## src/rtl/register_file_sb.sv

```systemverilog
// register_file_sb: scoreboarded register file with two combinational read
// ports, one reservation port and one write-back port.
//   Each register holds data, a busy flag and the tag of the producer that
//   last reserved it. A write-back always updates data but releases busy
//   only when its tag matches the stored tag. When a reservation and a
//   write-back hit the same register in the same cycle, the reservation wins.
//   Indices >= NUM_REGS are ignored for updates and read back as zero.
// Optional feature (macro REGISTER_FILE_SB_BYPASS_EN):
//   A same-cycle write-back is forwarded to any read port whose index it
//   hits, including the post-write-back busy value. busy_vec_o always shows
//   registered state only.
// Ports:
//   clk, rst                  clock, asynchronous active-low reset
//   rs1_idx_i / rs2_idx_i     read indices
//   rs1_data_o / rs2_data_o   read data
//   rs1_busy_o / rs2_busy_o   read busy status
//   rsv_valid_i/idx_i/tag_i   reservation request
//   wb_valid_i/idx_i/tag_i/data_i  write-back request
//   busy_vec_o                registered busy flag per register
module register_file_sb #(
  parameter int unsigned        LEN_REG      = 32,
  parameter int unsigned        NUM_REGS     = 16,
  parameter int unsigned        LEN_IDX      = 4,
  parameter int unsigned        LEN_TAG      = 3,
  parameter logic [LEN_REG-1:0] INITIAL_DATA = '0
) (
  input  logic                clk,
  input  logic                rst,
  input  logic [LEN_IDX-1:0]  rs1_idx_i,
  input  logic [LEN_IDX-1:0]  rs2_idx_i,
  output logic [LEN_REG-1:0]  rs1_data_o,
  output logic [LEN_REG-1:0]  rs2_data_o,
  output logic                rs1_busy_o,
  output logic                rs2_busy_o,
  input  logic                rsv_valid_i,
  input  logic [LEN_IDX-1:0]  rsv_idx_i,
  input  logic [LEN_TAG-1:0]  rsv_tag_i,
  input  logic                wb_valid_i,
  input  logic [LEN_IDX-1:0]  wb_idx_i,
  input  logic [LEN_TAG-1:0]  wb_tag_i,
  input  logic [LEN_REG-1:0]  wb_data_i,
  output logic [NUM_REGS-1:0] busy_vec_o
);

  logic [LEN_REG-1:0]  r_data [NUM_REGS];
  logic [LEN_TAG-1:0]  r_tag  [NUM_REGS];
  logic [NUM_REGS-1:0] r_busy;

  logic [NUM_REGS-1:0] w_rsv_hit;
  logic [NUM_REGS-1:0] w_wb_hit;
  logic [NUM_REGS-1:0] w_tag_match;

  logic [LEN_REG-1:0]  w_rs1_data;
  logic [LEN_REG-1:0]  w_rs2_data;
  logic                w_rs1_busy;
  logic                w_rs2_busy;

  // Per-register request decode; out-of-range indices decode to no register.
  always_comb begin
    w_rsv_hit   = '0;
    w_wb_hit    = '0;
    w_tag_match = '0;
    for (int i = 0; i < NUM_REGS; i++) begin
      w_rsv_hit[i]   = rsv_valid_i && (rsv_idx_i == LEN_IDX'(i));
      w_wb_hit[i]    = wb_valid_i  && (wb_idx_i  == LEN_IDX'(i));
      w_tag_match[i] = (wb_tag_i == r_tag[i]);
    end
  end

  // Register state; reservation is applied after write-back so it wins.
  always_ff @(posedge clk or negedge rst) begin
    if (!rst) begin
      for (int i = 0; i < NUM_REGS; i++) begin
        r_data[i] <= INITIAL_DATA;
        r_tag[i]  <= '0;
      end
      r_busy <= '0;
    end else begin
      for (int i = 0; i < NUM_REGS; i++) begin
        if (w_wb_hit[i]) begin
          r_data[i] <= wb_data_i;
        end
        if (w_rsv_hit[i]) begin
          r_busy[i] <= 1'b1;
          r_tag[i]  <= rsv_tag_i;
        end else if (w_wb_hit[i] && w_tag_match[i]) begin
          r_busy[i] <= 1'b0;
        end
      end
    end
  end

  // Read port 1; unmatched indices fall through to zero.
  always_comb begin
    w_rs1_data = '0;
    w_rs1_busy = 1'b0;
    for (int i = 0; i < NUM_REGS; i++) begin
      if (rs1_idx_i == LEN_IDX'(i)) begin
        w_rs1_data = r_data[i];
        w_rs1_busy = r_busy[i];
`ifdef REGISTER_FILE_SB_BYPASS_EN
        if (w_wb_hit[i]) begin
          w_rs1_data = wb_data_i;
          w_rs1_busy = w_rsv_hit[i] | (r_busy[i] & ~w_tag_match[i]);
        end
`endif
      end
    end
  end

  // Read port 2; same structure as port 1.
  always_comb begin
    w_rs2_data = '0;
    w_rs2_busy = 1'b0;
    for (int i = 0; i < NUM_REGS; i++) begin
      if (rs2_idx_i == LEN_IDX'(i)) begin
        w_rs2_data = r_data[i];
        w_rs2_busy = r_busy[i];
`ifdef REGISTER_FILE_SB_BYPASS_EN
        if (w_wb_hit[i]) begin
          w_rs2_data = wb_data_i;
          w_rs2_busy = w_rsv_hit[i] | (r_busy[i] & ~w_tag_match[i]);
        end
`endif
      end
    end
  end

  assign rs1_data_o = w_rs1_data;
  assign rs1_busy_o = w_rs1_busy;
  assign rs2_data_o = w_rs2_data;
  assign rs2_busy_o = w_rs2_busy;
  assign busy_vec_o = r_busy;

endmodule

```

## config.mk

```make
export PLATFORM = sky130hd
export DESIGN_NAME = register_file_sb
export DESIGN_NICKNAME = d
export VERILOG_FILES = /design/src/rtl/register_file_sb.sv
export SDC_FILE = /design/constraint.sdc
export NUM_CORES = 1
export LEC_CHECK = 0
export BUFFER_PORTS_ARGS = -buffer_cell sky130_fd_sc_hd__buf_4
export CAP_MARGIN = 10
export CORE_MARGIN = 5
export CORE_UTILIZATION = 60
export CTS_BUF_LIST = sky130_fd_sc_hd__clkbuf_8
export DETAILED_ROUTE_END_ITERATION = 10
export PLACE_DENSITY = 0.78
export SLEW_MARGIN = 20
export SYNTH_ARGS = -nofsm -noshare
export SYNTH_HDL_FRONTEND = slang
export SYNTH_SLANG_ARGS = --single-unit
```

## constraint.sdc

```tcl
create_clock -name clk -period 5.65 [get_ports clk]
set_input_delay 1.695 -clock clk [delete_from_list [all_inputs] [get_ports clk]]
set_output_delay 1.695 -clock clk [all_outputs]
set_load 0.05 [all_outputs]
```

# Word level (Yosys, flattened, before mapping)
# Index checks and enable logic that the tools add are counted.
word_totals:
  regBits: 576
  in_bits: 58
  output_inout_bits: 82
op_classes:
  eq_ne: 76
  muxes: 96
  n_reduce_logical: 68
op_table:
  columns: ["cell", "count"]
  rows:
  - ["$mux W32", 32]
  - ["$eq A4 B4 Y1 const B", 32]
  - ["$eq A4 B3 Y1 const B", 16]
  - ["$mux W1", 64]
  - ["$eq A3 B3 Y1", 16]
  - ["$logic_and A1 B1 Y1", 48]
  - ["$eq A4 B2 Y1 const B", 8]
  - ["$reduce_bool A2 Y1", 16]
  - ["$eq A4 B1 Y1 const B", 4]
  - ["$logic_not A4 Y1", 4]

# Longest topological paths before layout
logic_depth:
  ltp_word: 17
  mapped_depth: 8
  mapped_depth_nobuf: 5

# Worst setup path before layout
# OpenSTA, ideal clock, no wires.
synth_timing:
  kind: "input to output"
  from: "input rs2_idx_i[1]"
  to: "output rs2_data_o[12]"
  arrival_time_ns: 3.864
  required_time_ns: 3.955
  setup_slack_ns: 0.091
  stages: 7
  path_cell_list: "buf_2 > or3_1 > buf_2 > buf_2 > o221ai_1 > a21oi_1 > nor3_1"
synth_between:
  elab_chain_len: 17
  elab_cells_between_ends: 32
synth_rtl:
  columns: ["element", "line", "text"]
  rows:
  - ["start, declared", "30", "input logic [LEN_IDX-1:0] rs2_idx_i,"]
  - ["$logic_not A4 Y1", "116", "if (rs2_idx_i == LEN_IDX'(i)) begin"]
  - ["$mux W32 (15 in a row)", "116", null]
  - ["$mux W32 (*)", "116", null]
  - ["end, declared", "32", "output logic [LEN_REG-1:0] rs2_data_o,"]
# Every way passes the cells marked *; elsewhere a longest branch is shown, timed or not.

# Worst setup path in the final report
layout_timing:
  from: "input rs2_idx_i[1]"
  to: "output rs2_data_o[30]"
# Same word-level chain as after synthesis.

==> results.ini <==
[run_status]
outcome = finished with violations
violations = setup timing

[logic_synthesis]
synth_top_area_frac = 0.446
synth_area_um2 = 32400
synth_ff_type = dfrtp_1
ys_async_sr_fraction = 1.00
synth_area_leaders = dfrtp_1 45%, mux2_2 20%, mux2i_1 6.7%
ys_ff_latch = 576
yosysTopAreaCell = dfrtp_1
ys_top_cells_by_count = 584 x mux2_2, 576 x dfrtp_1, 218 x mux2i_1
synthCells = 2917
syn_avg_cell_area_um2 = 11.1
syn_nets = 2975
ys_seq_area_frac = 0.446
ys_warn_count = 0
synth_most_common_cell = mux2_2
synth_edf_count = 0
synth_cell_types = 71

[clock_network]
ctsResizeCount = 0
clk_latency_ns = 0.72
root_buffer = clkbuf_8
cts_made_buffers = 97
clkTransAtPathRegs_ns = 0.06
cts_hold_buf = 0
h-tree-depth = 3
clock_path_buffers = 3
cts_tree = yes
clock-sinks = 576
cts_setup_buffers = 0

[setup_path]
critPathArrivalTime_ns = 3.99
worst-path-max-fanout = 18
critPathRequiredTime_ns = 3.95
criticalPathCategory = in -> out
crit_path_end_kind = output pin
startpoint_type = input pin

[timing]
rsz0062_at_grt = false
max_freq_ghz = 0.176
hold_viol = 0
finalMaxSlewViolations = 0
finalCritPeriodShare = 1.01
finClkSkew_ns = 0.00746
min_period_ns = 5.69
worstMarginPinSlew_ns = 1.17
finalSetupViolCount = 2
worst_slack_ns = -0.0399
relSlewSlack = 0.222

[detailed_routing]
antenna_left = 0
drt-pass1-iter-count = 6
vias = 27700
drc = 0
post_drt_wl_per_cell_um = 32.0
drt_wl_total_um = 123000
via_per_inst = 7.20
drt-initial-drc-count = 4158

[floorplanning]
rows = 85
die_x_um = 242
die_area_um2 = 58700
ioPinCount = 140
floorplan.die.height_um = 242
core_area_um2 = 53600
start_util = 0.604

[final_layout]
syn_to_final_growth_pct = 13.6
register_area_um2 = 14400
fillerInstances = 3971
multi_input_area_um2 = 16600
drive_gt1_frac = 0.356
fin_util = 0.686
nNetsFinal = 3128

[global_route]
antenna_found_initial = 3
grt.overflow.total = 0
grt_max_degree = 113
grt_pass1_wl_um = 183000
grtUsageTotal = 0.409
first_global_vias = 27900

[placed_design]
dp_slack_ns = 0.165
place.gp.congestion = 1.01
dp_hpwl_um = 78700
numPortBuffers = 139

[power_and_ir_drop]
leakagePower_nw = 16.0
p_per_area_nw_per_um2 = 363
vdd_ir_drop_max_uv = 389

[flow_run]
drv_cap = 0

[min_path]
min_path_type = reg -> reg

path summary, 6_finish.rpt:
kind	cells after the start	from	to	slack (ns)
max in group asynchronous	2	rst	r_data[187]$_DFFE_PN0P_	3.35
worst min-delay path	1	r_tag[21]$_DFFE_PN0P_	r_tag[21]$_DFFE_PN0P_	0.52
worst max-delay path	9	rs2_idx_i[1]	rs2_data_o[30]	-0.04
min in group asynchronous	1	rst	r_data[6]$_DFFE_PN0P_	1.08
worst max register to register	3	r_tag[40]$_DFFE_PN0P_	busy_vec_o[2]$_DFFE_PN0P_	4.51
worst min register to register	1	r_tag[21]$_DFFE_PN0P_	r_tag[21]$_DFFE_PN0P_	0.52
area by class of cell:
cell class | instances | area share
Inverter | 23 | 0.00235
Clock buffer | 123 | 0.0460
Clock inverter | 55 | 0.00915
Sequential cell | 576 | 0.392
Tap cell | 696 | 0.0237
Multi-Input combinational cell | 2047 | 0.453
Antenna cell | 2 | 0.000136
Timing Repair Buffer | 325 | 0.0738
critical path, stage by stage:
cell	delay, ns
buf_4	0.26
buf_4	0.25
nor2b_1	0.53
a22oi_1	0.13
o22ai_1	0.19
a21oi_1	0.08
o21ai_0	0.46
buf_4	0.19
buf_4	0.18
kinds of logic after synthesis:
family,count (synthesis),share of synthesized area
xor+xnor,48,0.0130
mux,824,0.286
compound gates,727,0.144
flops,576,0.446
simple gates,447,0.0675
buf+inv,294,0.0435
fa+ha+maj,1,0.000348
state kept, by name, indices dropped and copies added, names as in the netlist:
register / flops
r_data: 512
r_tag: 48
busy_vec_o: 16
metrics by stage:
stage	std cells	TNS [ns]	hold WS [ns]	instance area [um^2]	power (mW)
after floorplan	2917	0	0.489	32400	8.14
after global placement	3667	0	0.504	34700	9.19
after detailed placement	3667	0	0.511	34700	9.37
after CTS	3845	0	0.526	36800	13.3
after global routing	3846	0	0.542	36800	13.9
final	3847	-0.0594	0.524	36800	13.3
power breakdown:
part | total [mW] | switching [mW] | internal, mW
Clock | 3.91 | 1.81 | 2.10
Sequential | 5.98 | 0.880 | 5.10
Combinational | 3.45 | 1.84 | 1.61
cells in the final DEF (no fill, tap or decap), types with 22 or more instances in the layout:
cell type,netlist,layout
nor2_1,138,128
mux2_2,584,584
a22oi_1,45,45
nand2_1,118,117
o221ai_1,43,43
a21oi_1,178,178
buf_4,29,301
dfrtp_1,576,576
o22ai_1,58,58
clkbuf_8,0,125
inv_1,21,48
o21ai_0,190,190
nor3_1,43,43
a221oi_1,22,22
nand2b_1,41,37
mux2i_1,218,218
mux4_2,22,22
xnor2_1,30,30
metal layers:
metal  track usage  vias to the layer above  routed length, um
met5             0                        -                 11
met4         0.260                        2               9890
met3         0.127                      623              16300
met2         0.585                     2186              51800
met1         0.541                    13700              45200
li1              -                    11200                  -
(Power assumes the default switching activity.)
